==> src/rtl/tft_pkg.sv <==
// Shared definitions for the TFT panel power sequencer.
// Holds the FSM state encoding, default timing constants and the duty width.
// Also holds small decode helpers that map a state to the pin levels it implies.
package tft_pkg;

  localparam int          DUTY_W       = 8;
  localparam logic [23:0] T_VDD_DEF    = 24'd100000;
  localparam logic [23:0] T_DISP_DEF   = 24'd50000;
  localparam logic [15:0] RAMP_DIV_DEF = 16'd1000;

  typedef enum logic [3:0] {
    OFF        = 4'd0,
    VDD_UP     = 4'd1,
    DISP_UP    = 4'd2,
    FRAME_WAIT = 4'd3,
    RAMP_UP    = 4'd4,
    ON         = 4'd5,
    RAMP_DOWN  = 4'd6,
    VIDEO_OFF  = 4'd7,
    DISP_DOWN  = 4'd8,
    VDD_DOWN   = 4'd9
  } state_t;

  // The display pin is high from the end of VDD_UP until the end of DISP_DOWN.
  function automatic logic disp_on(input state_t s);
    return s inside {DISP_UP, FRAME_WAIT, RAMP_UP, ON, RAMP_DOWN, VIDEO_OFF, DISP_DOWN};
  endfunction

  // Video is live from the first frame edge after DISP_UP until the frame edge in VIDEO_OFF.
  function automatic logic video_on(input state_t s);
    return s inside {RAMP_UP, ON, RAMP_DOWN, VIDEO_OFF};
  endfunction

endpackage

==> src/rtl/tft_duty_ramp.sv <==
// Backlight duty register with a RAMP_DIV prescaler: steps duty one LSB per prescaler wrap.
// Ports: enable runs the prescaler, direction 1 = move toward target / 0 = move toward zero,
// track loads target directly every cycle, duty is the registered output, at_target compares duty to the goal.
module tft_duty_ramp
  import tft_pkg::*;
#(
  parameter logic [15:0] RAMP_DIV = RAMP_DIV_DEF
) (
  input  logic              cclk,
  input  logic              rst,
  input  logic              enable,
  input  logic              direction,
  input  logic              track,
  input  logic [DUTY_W-1:0] target,
  output logic [DUTY_W-1:0] duty,
  output logic              at_target
);

  localparam logic [15:0] PRE_LAST = RAMP_DIV - 16'd1;

  logic [15:0]       pre;
  logic              tick;
  logic [DUTY_W-1:0] goal;

  // Ramping down always heads for zero, regardless of what the application asks for.
  assign goal      = direction ? target : '0;
  assign at_target = (duty == goal);
  assign tick      = enable && (pre == PRE_LAST);

  always_ff @(posedge cclk) begin
    if (rst) begin
      pre  <= '0;
      duty <= '0;
    end else begin
      // The prescaler keeps its phase while enabled, so an up-to-down reversal does not restart it.
      if (!enable || tick) pre <= '0;
      else                 pre <= pre + 16'd1;

      if (track)                      duty <= target;
      else if (tick && (duty < goal)) duty <= duty + DUTY_W'(1);
      else if (tick && (duty > goal)) duty <= duty - DUTY_W'(1);
    end
  end

endmodule

==> src/rtl/tft_power_sequencer.sv <==
// TFT panel power sequencer: VDD -> DISP -> video on a frame edge -> backlight ramp, and the reverse on power-down.
// Ports: power_on_req level request, bl_target backlight goal, new_frame frame pulse in;
// tft_vdd/tft_display/video_ena/duty_cycle registered controls, ready/busy/state decoded from the state register.
module tft_power_sequencer
  import tft_pkg::*;
#(
  parameter logic [23:0] T_VDD    = T_VDD_DEF,
  parameter logic [23:0] T_DISP   = T_DISP_DEF,
  parameter logic [15:0] RAMP_DIV = RAMP_DIV_DEF,
  parameter int          CNT_W    = 24
) (
  input  logic              cclk,
  input  logic              rst,
  input  logic              power_on_req,
  input  logic [DUTY_W-1:0] bl_target,
  input  logic              new_frame,
  output logic              tft_vdd,
  output logic              tft_display,
  output logic              video_ena,
  output logic [DUTY_W-1:0] duty_cycle,
  output logic              ready,
  output logic              busy,
  output logic [3:0]        state
);

  localparam logic [CNT_W-1:0] VDD_LAST  = CNT_W'(T_VDD - 24'd1);
  localparam logic [CNT_W-1:0] DISP_LAST = CNT_W'(T_DISP - 24'd1);
  localparam logic [CNT_W-1:0] CNT_MAX   = '1;

  state_t           state_q;
  state_t           state_d;
  logic [CNT_W-1:0] cnt;
  logic             at_target;
  logic             ramp_en;
  logic             ramp_dir;
  logic             ramp_track;

  assign ramp_en    = (state_q == RAMP_UP) || (state_q == RAMP_DOWN);
  assign ramp_dir   = (state_q == RAMP_UP);
  assign ramp_track = (state_q == ON);

  assign state = state_q;
  assign ready = (state_q == ON);
  assign busy  = (state_q != OFF) && (state_q != ON);

  // Abort checks take priority over timer expiry so a dropped request never raises the next rail.
  // Down states ignore power_on_req entirely: a re-request finishes the full power cycle first.
  always_comb begin
    state_d = state_q;
    case (state_q)
      OFF:        if (power_on_req)        state_d = VDD_UP;
      VDD_UP:     if (!power_on_req)       state_d = VDD_DOWN;
                  else if (cnt == VDD_LAST) state_d = DISP_UP;
      DISP_UP:    if (!power_on_req)       state_d = DISP_DOWN;
                  else if (cnt == DISP_LAST) state_d = FRAME_WAIT;
      FRAME_WAIT: if (!power_on_req)       state_d = DISP_DOWN;
                  else if (new_frame)      state_d = RAMP_UP;
      RAMP_UP:    if (!power_on_req)       state_d = RAMP_DOWN;
                  else if (at_target)      state_d = ON;
      ON:         if (!power_on_req)       state_d = RAMP_DOWN;
      RAMP_DOWN:  if (at_target)           state_d = VIDEO_OFF;
      VIDEO_OFF:  if (new_frame)           state_d = DISP_DOWN;
      DISP_DOWN:  if (cnt == DISP_LAST)    state_d = VDD_DOWN;
      VDD_DOWN:   if (cnt == VDD_LAST)     state_d = OFF;
      default:                             state_d = OFF;
    endcase
  end

  // Pin levels are registered from the next state so each pin moves on the same edge as its transition.
  always_ff @(posedge cclk) begin
    if (rst) begin
      state_q     <= OFF;
      cnt         <= '0;
      tft_vdd     <= 1'b0;
      tft_display <= 1'b0;
      video_ena   <= 1'b0;
    end else begin
      state_q <= state_d;
      // Every state entry restarts the delay count; the count saturates rather than wrapping.
      if (state_d != state_q)  cnt <= '0;
      else if (cnt != CNT_MAX) cnt <= cnt + CNT_W'(1);
      tft_vdd     <= (state_d != OFF);
      tft_display <= disp_on(state_d);
      video_ena   <= video_on(state_d);
    end
  end

  tft_duty_ramp #(
    .RAMP_DIV (RAMP_DIV)
  ) u_ramp (
    .cclk      (cclk),
    .rst       (rst),
    .enable    (ramp_en),
    .direction (ramp_dir),
    .track     (ramp_track),
    .target    (bl_target),
    .duty      (duty_cycle),
    .at_target (at_target)
  );

endmodule

==> config.mk <==
export PLATFORM = sky130hd
export DESIGN_NAME = tft_power_sequencer
export DESIGN_NICKNAME = d
export VERILOG_FILES = /design/src/rtl/tft_pkg.sv /design/src/rtl/tft_duty_ramp.sv /design/src/rtl/tft_power_sequencer.sv
export SDC_FILE = /design/constraint.sdc
export NUM_CORES = 1
export LEC_CHECK = 0
export CAP_MARGIN = 20
export CORE_MARGIN = 2
export CORE_UTILIZATION = 35
export CTS_BUF_LIST = sky130_fd_sc_hd__clkbuf_16
export DETAILED_ROUTE_END_ITERATION = 6
export HOLD_SLACK_MARGIN = 0.03
export MAX_ROUTING_LAYER = met4
export PLACE_DENSITY = 0.62
export SETUP_SLACK_MARGIN = 0.02
export SYNTH_ARGS = -nofsm -noshare
export SYNTH_HDL_FRONTEND = slang
export SYNTH_HIERARCHICAL = 1
export SYNTH_SLANG_ARGS = --single-unit
==> constraint.sdc <==
create_clock -name cclk -period 7.3 [get_ports cclk]
set_input_delay 2.19 -clock cclk [delete_from_list [all_inputs] [get_ports cclk]]
set_output_delay 2.19 -clock cclk [all_outputs]
set_load 0.01 [all_outputs]
# Word level (Yosys, flattened, before mapping)
# Index checks and enable logic that the tools add are counted.
[word_totals] memories=0 ramBits=0 mem_bits_ro=0 out_inout_bits=17 regBits=55 latch_bits=0
[op_classes] addsub=4 multipliers=0 eq_ne=23 n_div=0 reduce_logical=15 order_cmp=2 bitwise_logic=0 muxes=19 shifts=0
[ops] op="2-to-1 mux 4 bit" n=14
[ops] op="case mux 4 bit (10 select lines)" n=1
[ops] op="== test 4 x 3 -> 1 bit (second input constant)" n=8
[ops] op="2-to-1 mux 8 bit" n=4
[ops] op="adder 24 x 1 -> 24 bit (second input constant)" n=1
[ops] op="== test 24 x 16 -> 1 bit (second input constant)" n=1
[ops] op="== test 24 x 17 -> 1 bit (second input constant)" n=1
[ops] op="!= test 24 bit (second input constant)" n=1
[ops] op="adder 16 x 1 -> 16 bit (second input constant)" n=1
[ops] op="== test 16 x 10 -> 1 bit (second input constant)" n=1
[ops] op="== test 4 x 2 -> 1 bit (second input constant)" n=4
[ops] op="== test 4 bit (second input constant)" n=3
[ops] op="nonzero test 4 bit" n=3
[ops] op="adder 8 x 1 -> 8 bit (second input constant)" n=1
[ops] op="== test 8 bit" n=1
[ops] op="> comparator 8 bit" n=1
[ops] op="less-than comparator 8 bit" n=1
[ops] op="subtractor 8 x 1 -> 8 bit (second input constant)" n=1
[ops] op="nonzero test 7 bit" n=1
[ops] op="== test 4 x 1 -> 1 bit (second input constant)" n=1
[ops] op="logical AND 1 bit" n=4
[ops] op="logical NOT 4 bit" n=1
[ops] op="!= test 4 x 3 -> 1 bit (second input constant)" n=1
[ops] op="!= test 4 bit" n=1
[ops] op="other kinds (4)" n=6

# Logic depth before layout (Yosys ltp)
# Gate-level depths: netlist (run 1).
[logic_depth] word_depth=8 mapped_depth=17 ltp_nobuf=15

# Hierarchy
# Netlist (run 1), hierarchy kept.
[modules_own_cells] mod="tft_power_sequencer" seq_area_each_um2=620.6 cells_per_inst=223 instances=1 area_per_inst_um2=2054.5
[modules_own_cells] mod="tft_duty_ramp" seq_area_each_um2=480.5 cells_per_inst=188 instances=1 area_per_inst_um2=1615.3

# Worst setup path before layout (run 1)
# OpenSTA, ideal clock, no wires.
[synth_timing] kind="input port to flip-flop" startpoint="in bl_target[1]" endpoint="reg u_ramp.duty[6]" required_ps=7214 setup_slack_ps=2469 stages=13 t_arrival_ps=4745 path_cell_list="nand2_1 -> ha_1 -> nor2b_1 -> o211ai_1 -> a21oi_1 -> or2_1 -> fa_1 -> a21o_1 -> a311o_1 -> a21oi_1 -> xnor2_1 -> mux2i_1 -> a211oi_1"
[synth_between] elab_chain_len=5
[synth_lines] element="start, declared" line="tft_power_sequencer.sv:15" rtl="input logic [DUTY_W-1:0] bl_target,"
[synth_lines] element="2-to-1 mux 8 bit (*)" line="tft_duty_ramp.sv:26" rtl="assign goal = direction ? target : '0;"
[synth_lines] element="less-than comparator 8 bit" line="tft_duty_ramp.sv:40" rtl="else if (tick && (duty < goal)) duty <= duty + DUTY_W'(1);"
[synth_lines] element="logical AND 1 bit" line="tft_duty_ramp.sv:40"
[synth_lines] element="2-to-1 mux 8 bit" line="tft_duty_ramp.sv:40"
[synth_lines] element="2-to-1 mux 8 bit" line="tft_duty_ramp.sv:39" rtl="if (track) duty <= target;"
[synth_lines] element="end signal, assigned" line="tft_duty_ramp.sv:39"
[synth_lines] element="end signal, assigned" line="tft_duty_ramp.sv:40"
[synth_lines] element="end signal, assigned" line="tft_duty_ramp.sv:41" rtl="else if (tick && (duty > goal)) duty <= duty - DUTY_W'(1);"
[synth_lines] element="end, declared" line="tft_duty_ramp.sv:15" rtl="output logic [DUTY_W-1:0] duty,"
# Every way passes the cells marked *; elsewhere a longest branch is shown, timed or not.
# A chain may end at the register's enable or synchronous reset.

# Worst setup path in the final report (run 1)
[layout_timing] startpoint="in bl_target[7]" endpoint="reg u_ramp.duty[7]"
[layout_between] elab_chain_len=5
[layout_lines] element="2-to-1 mux 8 bit" line="tft_duty_ramp.sv:26"
[layout_lines] element="less-than comparator 8 bit" line="tft_duty_ramp.sv:40"
[layout_lines] element="logical AND 1 bit" line="tft_duty_ramp.sv:40"
[layout_lines] element="2-to-1 mux 8 bit" line="tft_duty_ramp.sv:40"
[layout_lines] element="2-to-1 mux 8 bit" line="tft_duty_ramp.sv:39"
# Parallel ways exist; a longest one is shown, timed or not.

==> run_results.csv, run 1 <==
group,metric,value,unit
synth,netlist-cell-type-count,73,
clock_tree,cts_max_path_buffers,2,
synth,syn-instance-count,411,
detailed_routing,vias,2980,
die,io_pins,29,
finish,final_common_cell,"sky130_fd_sc_hd__dfxtp_1",
setup_path,worstPathMaxFanout,8,
setup_path,critPathSlowestCell,"sky130_fd_sc_hd__clkdlybuf4s50_1",
setup_path,crit-reg2reg-launch,"state[2]",
clock_tree,post-cts-setup-buffer-count,0,
die,die_w,106,um
detailed_routing,drc_errors,0,
placed_design,post-dp-hpwl,5610,um
die,chipHeight,106,um
detailed_routing,viasPerCell,5.24,
clock_tree,cts_num_sinks,55,
detailed_routing,drt-wirelength-per-cell,13.9,um
finish,insertedDiodeCount,0,
finish,fill_cells,1027,
timing,slew_viol_final,0,
global_route,first_global_vias,2829,
synth,seq_area_frac_synth,30.0,%
setup_path,critPathArrivalTime,5.60,ns
clock_tree,tritoncts,"built",
setup_path,crit_start,"bl_target[7]",
worst_hold_path,holdCritPathClass,"reg2reg",
global_route,grt_start_max_net_pins,25,
outcome,run_status,"completed",
synth,ys.flop_type,"sky130_fd_sc_hd__dfxtp_1",
synth,synth-edff-count,0,
synth,synthesis.nets,441,
timing,finalSetupTns,0,ns
setup_path,crit_path_end_kind,"flop",
global_route,global_route.usage.total,14.8,%
detailed_routing,drt.antenna.violating_nets,0,
timing,setup_slack,1.88,ns
setup_path,worstSetupPathType,"in2reg",
clock_tree,cts_hold_buffers,0,
finish,fin_nets,462,
clock_tree,cts-htree-levels,2,
detailed_routing,finalWirelength,7900,um
clock_tree,clock_latency,0.29,ns
global_route,grt_remaining_overflow,0,
finish,final_layout_size_suffix_gt1_share,13.2,%
power_and_ir_drop,report.power.total,0.657,mW
global_route,initial_antenna_violation_count,0,
timing,hold_viol,0,
power_and_ir_drop,worst_ir_drop_vdd,0.0000935,V
timing,finalSetupViolCount,0,
die,initial_standard_cell_utilization_of_the_core,35.9,%
die,core,0.0102,mm2
placed_design,preCtsSetupSlack,1.63,ns
die,num_rows,37,
setup_path,critical_path.cell_chain,"clkdlybuf4s50_1, nand2_1, ha_1, a21oi_1, o21a_1, nand4_1, or2_1, ha_1, a211oi_1, nor2_1, o31ai_1, a2111o_1, a21oi_1, or3b_1",
timing,timing.final.crit_share,74.3,%
clock_tree,ctsResizeCount,0,
clock_tree,clk_transition_reported_paths,0.07,ns
synth,post_synth.cell_area_avg,8.93,um2
run,max_cap_viol_count,0,
finish,layout_common_cells,"sky130_fd_sc_hd__dfxtp_1 (55), sky130_fd_sc_hd__nor2_1 (44), sky130_fd_sc_hd__nand2_1 (28), sky130_fd_sc_hd__clkdlybuf4s50_1 (28), sky130_fd_sc_hd__xnor2_1 (27)",
power_and_ir_drop,power.density,157,mW/mm2
synth,yosys_register_bits,55,
placed_design,gp_congestion,0.813,
synth,ys_async_sr_fraction,0,%
placed_design,port_buffers,28,
setup_path,slowest_delay,0.47,ns
power_and_ir_drop,total_leakage_power,1.40,nW
global_route,grt_pass1_wl,13600,um
setup_path,critical_path_required,7.48,ns
timing,relSlewSlack,38.4,%
timing,grt_setup_unrepaired,"no",
synth,syn_area,0.00367,mm2
synth,ys_warn_count,6,
timing,maxClockFrequency,184,MHz
setup_path,start_kind,"input pin",
clock_tree,cts_inserted_buffers,5,
die,die-area,0.0113,mm2
timing,skew,0.00991,ns
worst_hold_path,hold_start,"u_ramp/pre[0]",
finish,layout-area-overhead-vs-synth,14.0,%
detailed_routing,drt-pass1-iter-count,4,
detailed_routing,detailedRoute.firstIterationViolations,189,
timing,tightest_slew,0.916,ns
timing,period_needed,5.42,ns
clock_tree,cts_root_buf,"sky130_fd_sc_hd__clkbuf_16",
[final timing paths]
kind	to	slack [ns]	cells past startpoint
setup / recovery	u_ramp/duty[7]	1.88	14
hold / removal	u_ramp/pre[0]	0.48	1
setup reg to reg	u_ramp/duty[7]	2.57	15
hold reg to reg	u_ramp/pre[0]	0.48	1
[critical path, delay by kind of cell]
family          cells  cell delay (ns)
fa+ha+maj           2             0.69
compound gates      6             1.24
simple gates        5             1.01
buf+inv             1             0.47
[registers in the layout (all words and copies together), names as in the netlist]
| name | flops |
|---|---|
| u_ramp/pre | 16 |
| video_ena | 1 |
| tft_vdd | 1 |
| cnt | 24 |
| state | 4 |
| tft_display | 1 |
| u_ramp/duty | 8 |
[cells by family after synthesis]
kind of cell / Yosys count / synth area share, %
simple gates: 198 / 34.7
buf+inv: 24 / 3.82
compound gates: 67 / 13.0
fa+ha+maj: 18 / 6.34
flops: 55 / 30.0
mux: 11 / 3.00
xor+xnor: 38 / 9.07
[through the flow]
stage	std cells	util [%]	cell area, um2	hold WS, ns
3_5_place_dp	561	39.3	4020	0.466
5_1_grt	569	40.9	4190	0.523
6_report	569	40.9	4190	0.480
4_1_cts	569	40.9	4190	0.482
3_3_place_gp	561	39.3	4020	0.456
2_1_floorplan	411	-	3670	0.438
[final cells by class]
class	instances	area, um2	share of cell area [%]
repair buffers	29	288	6.88
multi-input cells	332	2430	58.0
well taps	136	170	4.07
inverters	9	33.8	0.807
flip-flops and latches	55	1100	26.3
clock buffers	5	125	2.99
clock inverters	3	38.8	0.927
[synth_stat cells, types with 2 or more instances]
master | count | area, um2
sky130_fd_sc_hd__a2111oi_2 | 2 | 30.0
sky130_fd_sc_hd__a211oi_1 | 15 | 113
sky130_fd_sc_hd__a21o_1 | 2 | 15.0
sky130_fd_sc_hd__a21oi_1 | 17 | 85.1
sky130_fd_sc_hd__a31o_2 | 2 | 17.5
sky130_fd_sc_hd__a31oi_1 | 3 | 18.8
sky130_fd_sc_hd__and2_1 | 3 | 18.8
sky130_fd_sc_hd__and3_1 | 9 | 56.3
sky130_fd_sc_hd__and4bb_1 | 2 | 25.0
sky130_fd_sc_hd__buf_12 | 2 | 40.0
sky130_fd_sc_hd__buf_2 | 5 | 25.0
sky130_fd_sc_hd__clkbuf_1 | 5 | 18.8
sky130_fd_sc_hd__dfxtp_1 | 55 | 1100
sky130_fd_sc_hd__ha_1 | 17 | 213
sky130_fd_sc_hd__inv_1 | 8 | 30.0
sky130_fd_sc_hd__mux2i_1 | 11 | 110
sky130_fd_sc_hd__nand2_1 | 28 | 105
sky130_fd_sc_hd__nand2b_1 | 5 | 31.3
sky130_fd_sc_hd__nand3_1 | 17 | 85.1
sky130_fd_sc_hd__nand3b_1 | 2 | 15.0
sky130_fd_sc_hd__nand4_1 | 13 | 81.3
sky130_fd_sc_hd__nand4b_1 | 4 | 35.0
sky130_fd_sc_hd__nor2_1 | 44 | 165
sky130_fd_sc_hd__nor2_2 | 12 | 75.1
sky130_fd_sc_hd__nor2b_1 | 4 | 25.0
sky130_fd_sc_hd__nor3_1 | 11 | 55.1
sky130_fd_sc_hd__nor3_2 | 10 | 100
sky130_fd_sc_hd__nor3b_1 | 4 | 30.0
sky130_fd_sc_hd__nor4_4 | 3 | 63.8
sky130_fd_sc_hd__nor4b_1 | 4 | 35.0
sky130_fd_sc_hd__o21a_1 | 2 | 15.0
sky130_fd_sc_hd__o21ai_0 | 9 | 45.0
sky130_fd_sc_hd__o31ai_1 | 3 | 22.5
sky130_fd_sc_hd__or3b_2 | 2 | 17.5
sky130_fd_sc_hd__or4b_4 | 2 | 27.5
sky130_fd_sc_hd__xnor2_1 | 27 | 236
sky130_fd_sc_hd__xor2_1 | 11 | 96.3
[per-layer routing]
layer / part of all wire, % / track usage (%) / routed length (um)
met5: 0 / - / 0
met4: 0.84 / 4.51 / 66
met3: 2.4 / 2.02 / 187
met1: 52 / 20.4 / 4070
met2: 45 / 22.5 / 3570
[power by group]
| part | internal (mW) | switching [mW] |
|---|---|---|
| clock network | 0.160 | 0.109 |
| logic | 0.0345 | 0.0358 |
| registers | 0.306 | 0.0114 |
No activity file was read; power rests on OpenSTA's default activity.
==> run 2: changes to the inputs <==
Clock period 7.3 ns to 5.58 ns, I/O delays scaled along.
==> run 2 against run 1 <==
  * Register-to-register slack worse by 1.2 ns
  * Combinational power is 31% higher
  * Power up 25%
  * First-iteration DRC count is 24% lower
  * Via count rose by 1.8%
  * Critical path type unchanged
  * Largest power group unchanged
  * Highest routed layer unchanged
==> run_results.csv, run 2 (same netlist as run 1, synthesis figures left out) <==
group,metric,value,unit
placed_design,preCtsSetupSlack,0.467,ns
timing,hold_viol,0,
detailed_routing,viasPerCell,5.32,
placed_design,port_buffers,28,
outcome,run_status,"completed",
die,io_pins,29,
clock_tree,clock_latency,0.30,ns
power_and_ir_drop,power.share.switching,25.7,%
clock_tree,cts-htree-levels,2,
timing,relSlewSlack,49.8,%
finish,fin_area,0.00418,mm2
finish,insertedDiodeCount,0,
detailed_routing,drt-wirelength-per-cell,13.5,um
placed_design,placed_area,0.00403,mm2
detailed_routing,finalWirelength,7680,um
timing,grt_setup_unrepaired,"no",
setup_path,rr_worst_depth,16,
setup_path,crit_path_end_kind,"flop",
finish,multi_input_comb_area,0.00243,mm2
setup_path,worstSetupPathType,"in2reg",
detailed_routing,met2RoutedLength,3420,um
finish,final_common_cell,"sky130_fd_sc_hd__dfxtp_1",
die,die-area,0.0113,mm2
global_route,global_route.usage.total,14.5,%
power_and_ir_drop,p_clk_share,38.5,%
detailed_routing,drc_errors,0,
setup_path,critPathSlowestCell,"sky130_fd_sc_hd__clkdlybuf4s50_1",
detailed_routing,drt.antenna.violating_nets,0,
timing,period_needed,4.86,ns
setup_path,critPathArrivalTime,5.04,ns
die,chipHeight,106,um
die,die_w,106,um
power_and_ir_drop,worst_ir_drop_vdd,0.000160,V
timing,finalSetupTns,0,ns
global_route,grt_pass1_wl,13000,um
run,max_cap_viol_count,0,
worst_hold_path,timing.hold.worst_endpoint,"u_ramp/pre[0]",
setup_path,critical_path_required,5.76,ns
finish,layout_common_cells,"sky130_fd_sc_hd__dfxtp_1 (55), sky130_fd_sc_hd__nor2_1 (44), sky130_fd_sc_hd__nand2_1 (28), sky130_fd_sc_hd__clkdlybuf4s50_1 (28), sky130_fd_sc_hd__xnor2_1 (27)",
setup_path,crit-reg2reg-capture,"u_ramp/duty[7]",
power_and_ir_drop,comb_power_share,11.2,%
finish,fin_util,40.8,%
clock_tree,clk_transition_reported_paths,0.07,ns
placed_design,gp_congestion,0.813,
setup_path,setup.reg_to_reg.worst_slack,1.34,ns
die,num_rows,37,
timing,finalSetupViolCount,0,
setup_path,crit_start,"bl_target[1]",
setup_path,slowest_delay,0.48,ns
timing,setup_slack,0.723,ns
global_route,initial_antenna_violation_count,0,
timing,skew,0.0112,ns
finish,final_layout_size_suffix_gt1_share,13.4,%
worst_hold_path,hold_start,"u_ramp/pre[0]",
clock_tree,ctsResizeCount,0,
clock_tree,cts_max_path_buffers,2,
timing,slew_viol_final,0,
power_and_ir_drop,power.density,197,mW/mm2
setup_path,worstPathMaxFanout,8,
timing,timing.final.crit_share,87.0,%
setup_path,crit-reg2reg-launch,"state[2]",
setup_path,critical_path.cell_chain,"clkdlybuf4s50_1, nand2_1, ha_1, nor2b_1, o211ai_1, a21oi_1, or2_1, ha_1, a211oi_1, nor2_1, o31ai_1, a2111o_1, a21oi_1, or3b_1",
clock_tree,cts_num_sinks,55,
timing,tightest_slew,0.751,ns
clock_tree,tritoncts,"built",
finish,reg.largest.list,"cnt (24), u_ramp/pre (16), u_ramp/duty (8)",
power_and_ir_drop,cellInternalPower,0.612,mW
global_route,grt_remaining_overflow,0,
power_and_ir_drop,power.net_switching,0.212,mW
clock_tree,cts_root_buf,"sky130_fd_sc_hd__clkbuf_16",
finish,ff_latch_area,0.00110,mm2
power_and_ir_drop,total_leakage_power,1.40,nW
finish,fin_nets,463,
finish,layout-area-overhead-vs-synth,13.8,%
clock_tree,post-cts-setup-buffer-count,0,
detailed_routing,dr_wl_met3,225,um
power_and_ir_drop,pwr-share-seq,50.4,%
finish,fill_cells,1018,
detailed_routing,drt-pass1-iter-count,4,
worst_hold_path,hold_path_depth,1,
die,core,0.0102,mm2
detailed_routing,max_used_layer,"met4",
placed_design,post-dp-hpwl,5550,um
detailed_routing,vias,3034,
die,initial_standard_cell_utilization_of_the_core,35.9,%
worst_hold_path,holdCritPathClass,"reg2reg",
finish,top_register,"cnt",
detailed_routing,detailedRoute.firstIterationViolations,144,
timing,maxClockFrequency,206,MHz
detailed_routing,route.layer.met1.wl,3880,um
clock_tree,cts_inserted_buffers,5,
clock_tree,cts_hold_buffers,0,
finish,largest_reg_flops,24,
setup_path,start_kind,"input pin",
global_route,grt_start_max_net_pins,25,
global_route,first_global_vias,2734,
## run 2: how the worst max path moves through the flow
stage                          end  slack (ns)  depth (start not counted)
detailed placement  u_ramp/duty[7]        0.47                         14
global placement    u_ramp/duty[7]        0.54                         14
global route        u_ramp/duty[5]        0.52                         14
floorplan           u_ramp/duty[6]        1.27                         13
CTS                 u_ramp/duty[7]        0.76                         14
finish              u_ramp/duty[7]        0.72                         14
## run 2: per-layer routing
layer,GRT usage [%],up-vias
met5,-,-
met4,5.08,0
met3,2.88,14
met2,21.8,38
met1,19.3,1438
li1,-,1544
## run 2: final cells by class
type | count | share of cell area, %
clock buffers | 5 | 3.00
clock inverters | 3 | 0.509
inverters | 9 | 0.809
multi-input cells | 332 | 58.2
flip-flops and latches | 55 | 26.4
well taps | 136 | 4.08
repair buffers | 30 | 7.07
## run 2: power by group through the flow
stage               Combinational (mW)  Sequential [mW]  Clock [mW]
floorplan                       0.0743            0.417           0
global placement                0.0916            0.424           0
detailed placement              0.0921            0.424           0
CTS                             0.0926            0.415       0.328
global route                     0.100            0.416       0.343
finish                          0.0919            0.415       0.317
## run 2: critical path, delay by kind of cell
| kind | cells | cell delay, ns |
|---|---|---|
| buf+inv | 1 | 0.48 |
| simple gates | 5 | 1.01 |
| fa+ha+maj | 2 | 0.63 |
| compound gates | 6 | 1.24 |
## run 2: per-stage QoR
stage	hold slack, ns	total power, mW	instances
CTS	0.481	0.835	570
detailed placement	0.466	0.516	562
floorplan	0.438	0.491	411
global route	0.524	0.860	570
finish	0.478	0.823	570
global placement	0.456	0.515	562
==> run 3: changes to the inputs <==
Settings changed: CORE_UTILIZATION 35 to 40, PLACE_DENSITY 0.62 to 0.67.
==> run 3 against run 2 <==
  * Register-to-register slack worse by 0.46 ns
  * Clock skew fell by 0.0061 ns
  * Cell count decreased by 5.1%
  * Critical path type unchanged
  * Die area decreased by 12%
  * Combinational power grew 3.0%
  * Non-clock buffer count decreased by 1
  * Highest routed layer unchanged
  * Wire length down 0.10%
  * Core utilization grew 6.6 points
  * Setup slack improved by 0.0032 ns
  * Critical path depth did not move
==> run_results.csv, run 3 (same netlist as run 1, synthesis figures left out) <==
group,metric,value,unit
clock_tree,tritoncts,"built",
outcome,run_status,"completed",
power_and_ir_drop,worst_ir_drop_vdd,0.000125,V
finish,insertedDiodeCount,0,
setup_path,worstSetupPathType,"in2reg",
timing,grt_setup_unrepaired,"no",
global_route,grt_remaining_overflow,0,
global_route,global_route.usage.total,16.8,%
clock_tree,cts_inserted_buffers,5,
die,die_w,99.8,um
timing,tightest_slew,0.983,ns
setup_path,worstPathMaxFanout,8,
finish,reg.largest.list,"cnt (24), u_ramp/pre (16), u_ramp/duty (8)",
die,die-area,0.00996,mm2
setup_path,crit_start,"bl_target[5]",
run,max_cap_viol_count,0,
timing,hold_viol,0,
clock_tree,cts_num_sinks,55,
finish,final_layout_size_suffix_gt1_share,13.2,%
die,io_pins,29,
placed_design,post-dp-hpwl,5600,um
detailed_routing,viasPerCell,5.63,
detailed_routing,vias,3045,
setup_path,critical_path_required,5.76,ns
clock_tree,cts_root_buf,"sky130_fd_sc_hd__clkbuf_16",
finish,layout-area-overhead-vs-synth,13.8,%
die,num_rows,34,
detailed_routing,drc_errors,0,
setup_path,critPathArrivalTime,5.03,ns
clock_tree,ctsResizeCount,0,
setup_path,crit_path_end_kind,"flop",
finish,fin_area,0.00418,mm2
die,chipHeight,99.8,um
timing,maxClockFrequency,206,MHz
setup_path,crit-reg2reg-launch,"state[2]",
clock_tree,cts_max_path_buffers,2,
timing,finalSetupViolCount,0,
finish,top_register,"cnt",
power_and_ir_drop,total_leakage_power,1.42,nW
finish,layout_common_cells,"sky130_fd_sc_hd__dfxtp_1 (55), sky130_fd_sc_hd__nor2_1 (44), sky130_fd_sc_hd__nand2_1 (28), sky130_fd_sc_hd__clkdlybuf4s50_1 (28), sky130_fd_sc_hd__xnor2_1 (27)",
setup_path,timing.critical_path.to,"u_ramp/duty[7]",
finish,fin_nets,462,
setup_path,crit-reg2reg-capture,"u_ramp/duty[7]",
detailed_routing,drt.antenna.violating_nets,0,
clock_tree,cts-htree-levels,2,
clock_tree,clock_latency,0.30,ns
timing,period_needed,4.85,ns
timing,finalSetupTns,0,ns
die,initial_standard_cell_utilization_of_the_core,41.7,%
worst_hold_path,holdCritPathClass,"reg2reg",
die,core,0.00881,mm2
placed_design,gp_congestion,0.828,
power_and_ir_drop,power.density,217,mW/mm2
global_route,grt_pass1_wl,13500,um
global_route,initial_antenna_violation_count,0,
setup_path,start_kind,"input pin",
setup_path,setup.reg_to_reg.worst_slack,0.88,ns
timing,timing.final.crit_share,87.0,%
detailed_routing,finalWirelength,7670,um
detailed_routing,detailedRoute.firstIterationViolations,83,
clock_tree,post-cts-setup-buffer-count,0,
clock_tree,clk_transition_reported_paths,0.07,ns
global_route,grt_start_max_net_pins,25,
finish,largest_reg_flops,24,
timing,skew,0.00510,ns
global_route,first_global_vias,2912,
detailed_routing,drt-wirelength-per-cell,14.2,um
timing,slew_viol_final,0,
placed_design,port_buffers,28,
finish,final_common_cell,"sky130_fd_sc_hd__dfxtp_1",
timing,relSlewSlack,34.0,%
detailed_routing,drt-pass1-iter-count,4,
clock_tree,cts_hold_buffers,0,
setup_path,rr_worst_depth,15,
placed_design,placed_area,0.00399,mm2
-- run 3: cell count changes in the layout (fill, tap and decap cells not counted), sizes merged --
cell,delta
bufinv,+2
buf,-1
clkinv,-2
-- run 3: critical path: stages --
cell and delay [ns]:
sky130_fd_sc_hd__clkdlybuf4s50_1 0.49, sky130_fd_sc_hd__nand2_1 0.08, sky130_fd_sc_hd__ha_1 0.35, sky130_fd_sc_hd__a21oi_1 0.17
sky130_fd_sc_hd__o21a_1 0.18, sky130_fd_sc_hd__nand4_1 0.13, sky130_fd_sc_hd__or2_1 0.37, sky130_fd_sc_hd__ha_1 0.33
sky130_fd_sc_hd__a211oi_1 0.24, sky130_fd_sc_hd__nor2_1 0.09, sky130_fd_sc_hd__o31ai_1 0.33, sky130_fd_sc_hd__a2111o_1 0.20
sky130_fd_sc_hd__a21oi_1 0.04, sky130_fd_sc_hd__or3b_1 0.35
-- run 3: layout make-up --
class | count | area [um2]
inverter | 9 | 33.8
clock buffer | 5 | 125
timing repair buffer | 29 | 288
fill | 849 | 4630
sequential | 55 | 1100
clock inverter | 3 | 63.8
multi-input combinational | 332 | 2430
tap | 108 | 135
-- run 3: report_power, final --
part | total, mW | internal [mW] | leakage, nW | switching (mW)
Combinational | 0.0947 | 0.0457 | 0.876 | 0.0490
Clock | 0.401 | 0.256 | 0.0952 | 0.145
Sequential | 0.412 | 0.400 | 0.444 | 0.0126
Total | 0.908 | 0.701 | 1.42 | 0.207
-- run 3: layer usage --
metal  part of all wire [%]  track usage, %
met1                     48            21.9
met2                     48            27.2
met3                    2.7            2.65
met4                    1.4            4.74
met5                      0               -
-- run 3: through the flow --
step | instances | power [mW] | hold WS, ns | util, % | setup WS [ns]
2_1_floorplan | 411 | 0.491 | 0.438 | - | 1.27
3_3_place_gp | 533 | 0.516 | 0.458 | 45.3 | 0.572
3_5_place_dp | 533 | 0.517 | 0.469 | 45.3 | 0.480
4_1_cts | 541 | 0.915 | 0.486 | 47.4 | 0.758
5_1_grt | 541 | 0.946 | 0.502 | 47.4 | 0.517
6_report | 541 | 0.908 | 0.483 | 47.4 | 0.726
-- run 3: worst min path at each step --
| stage | start | to | cells after the start |
|---|---|---|---|
| finish | u_ramp/pre[0] | u_ramp/pre[0] | 1 |
| CTS | u_ramp/pre[0] | u_ramp/pre[0] | 1 |
| global placement | u_ramp/pre[0] | u_ramp/pre[0] | 1 |
| floorplan | u_ramp/pre[0] | u_ramp/pre[0] | 1 |
| detailed placement | u_ramp/pre[0] | u_ramp/pre[0] | 1 |
| global route | u_ramp/pre[0] | u_ramp/pre[0] | 1 |
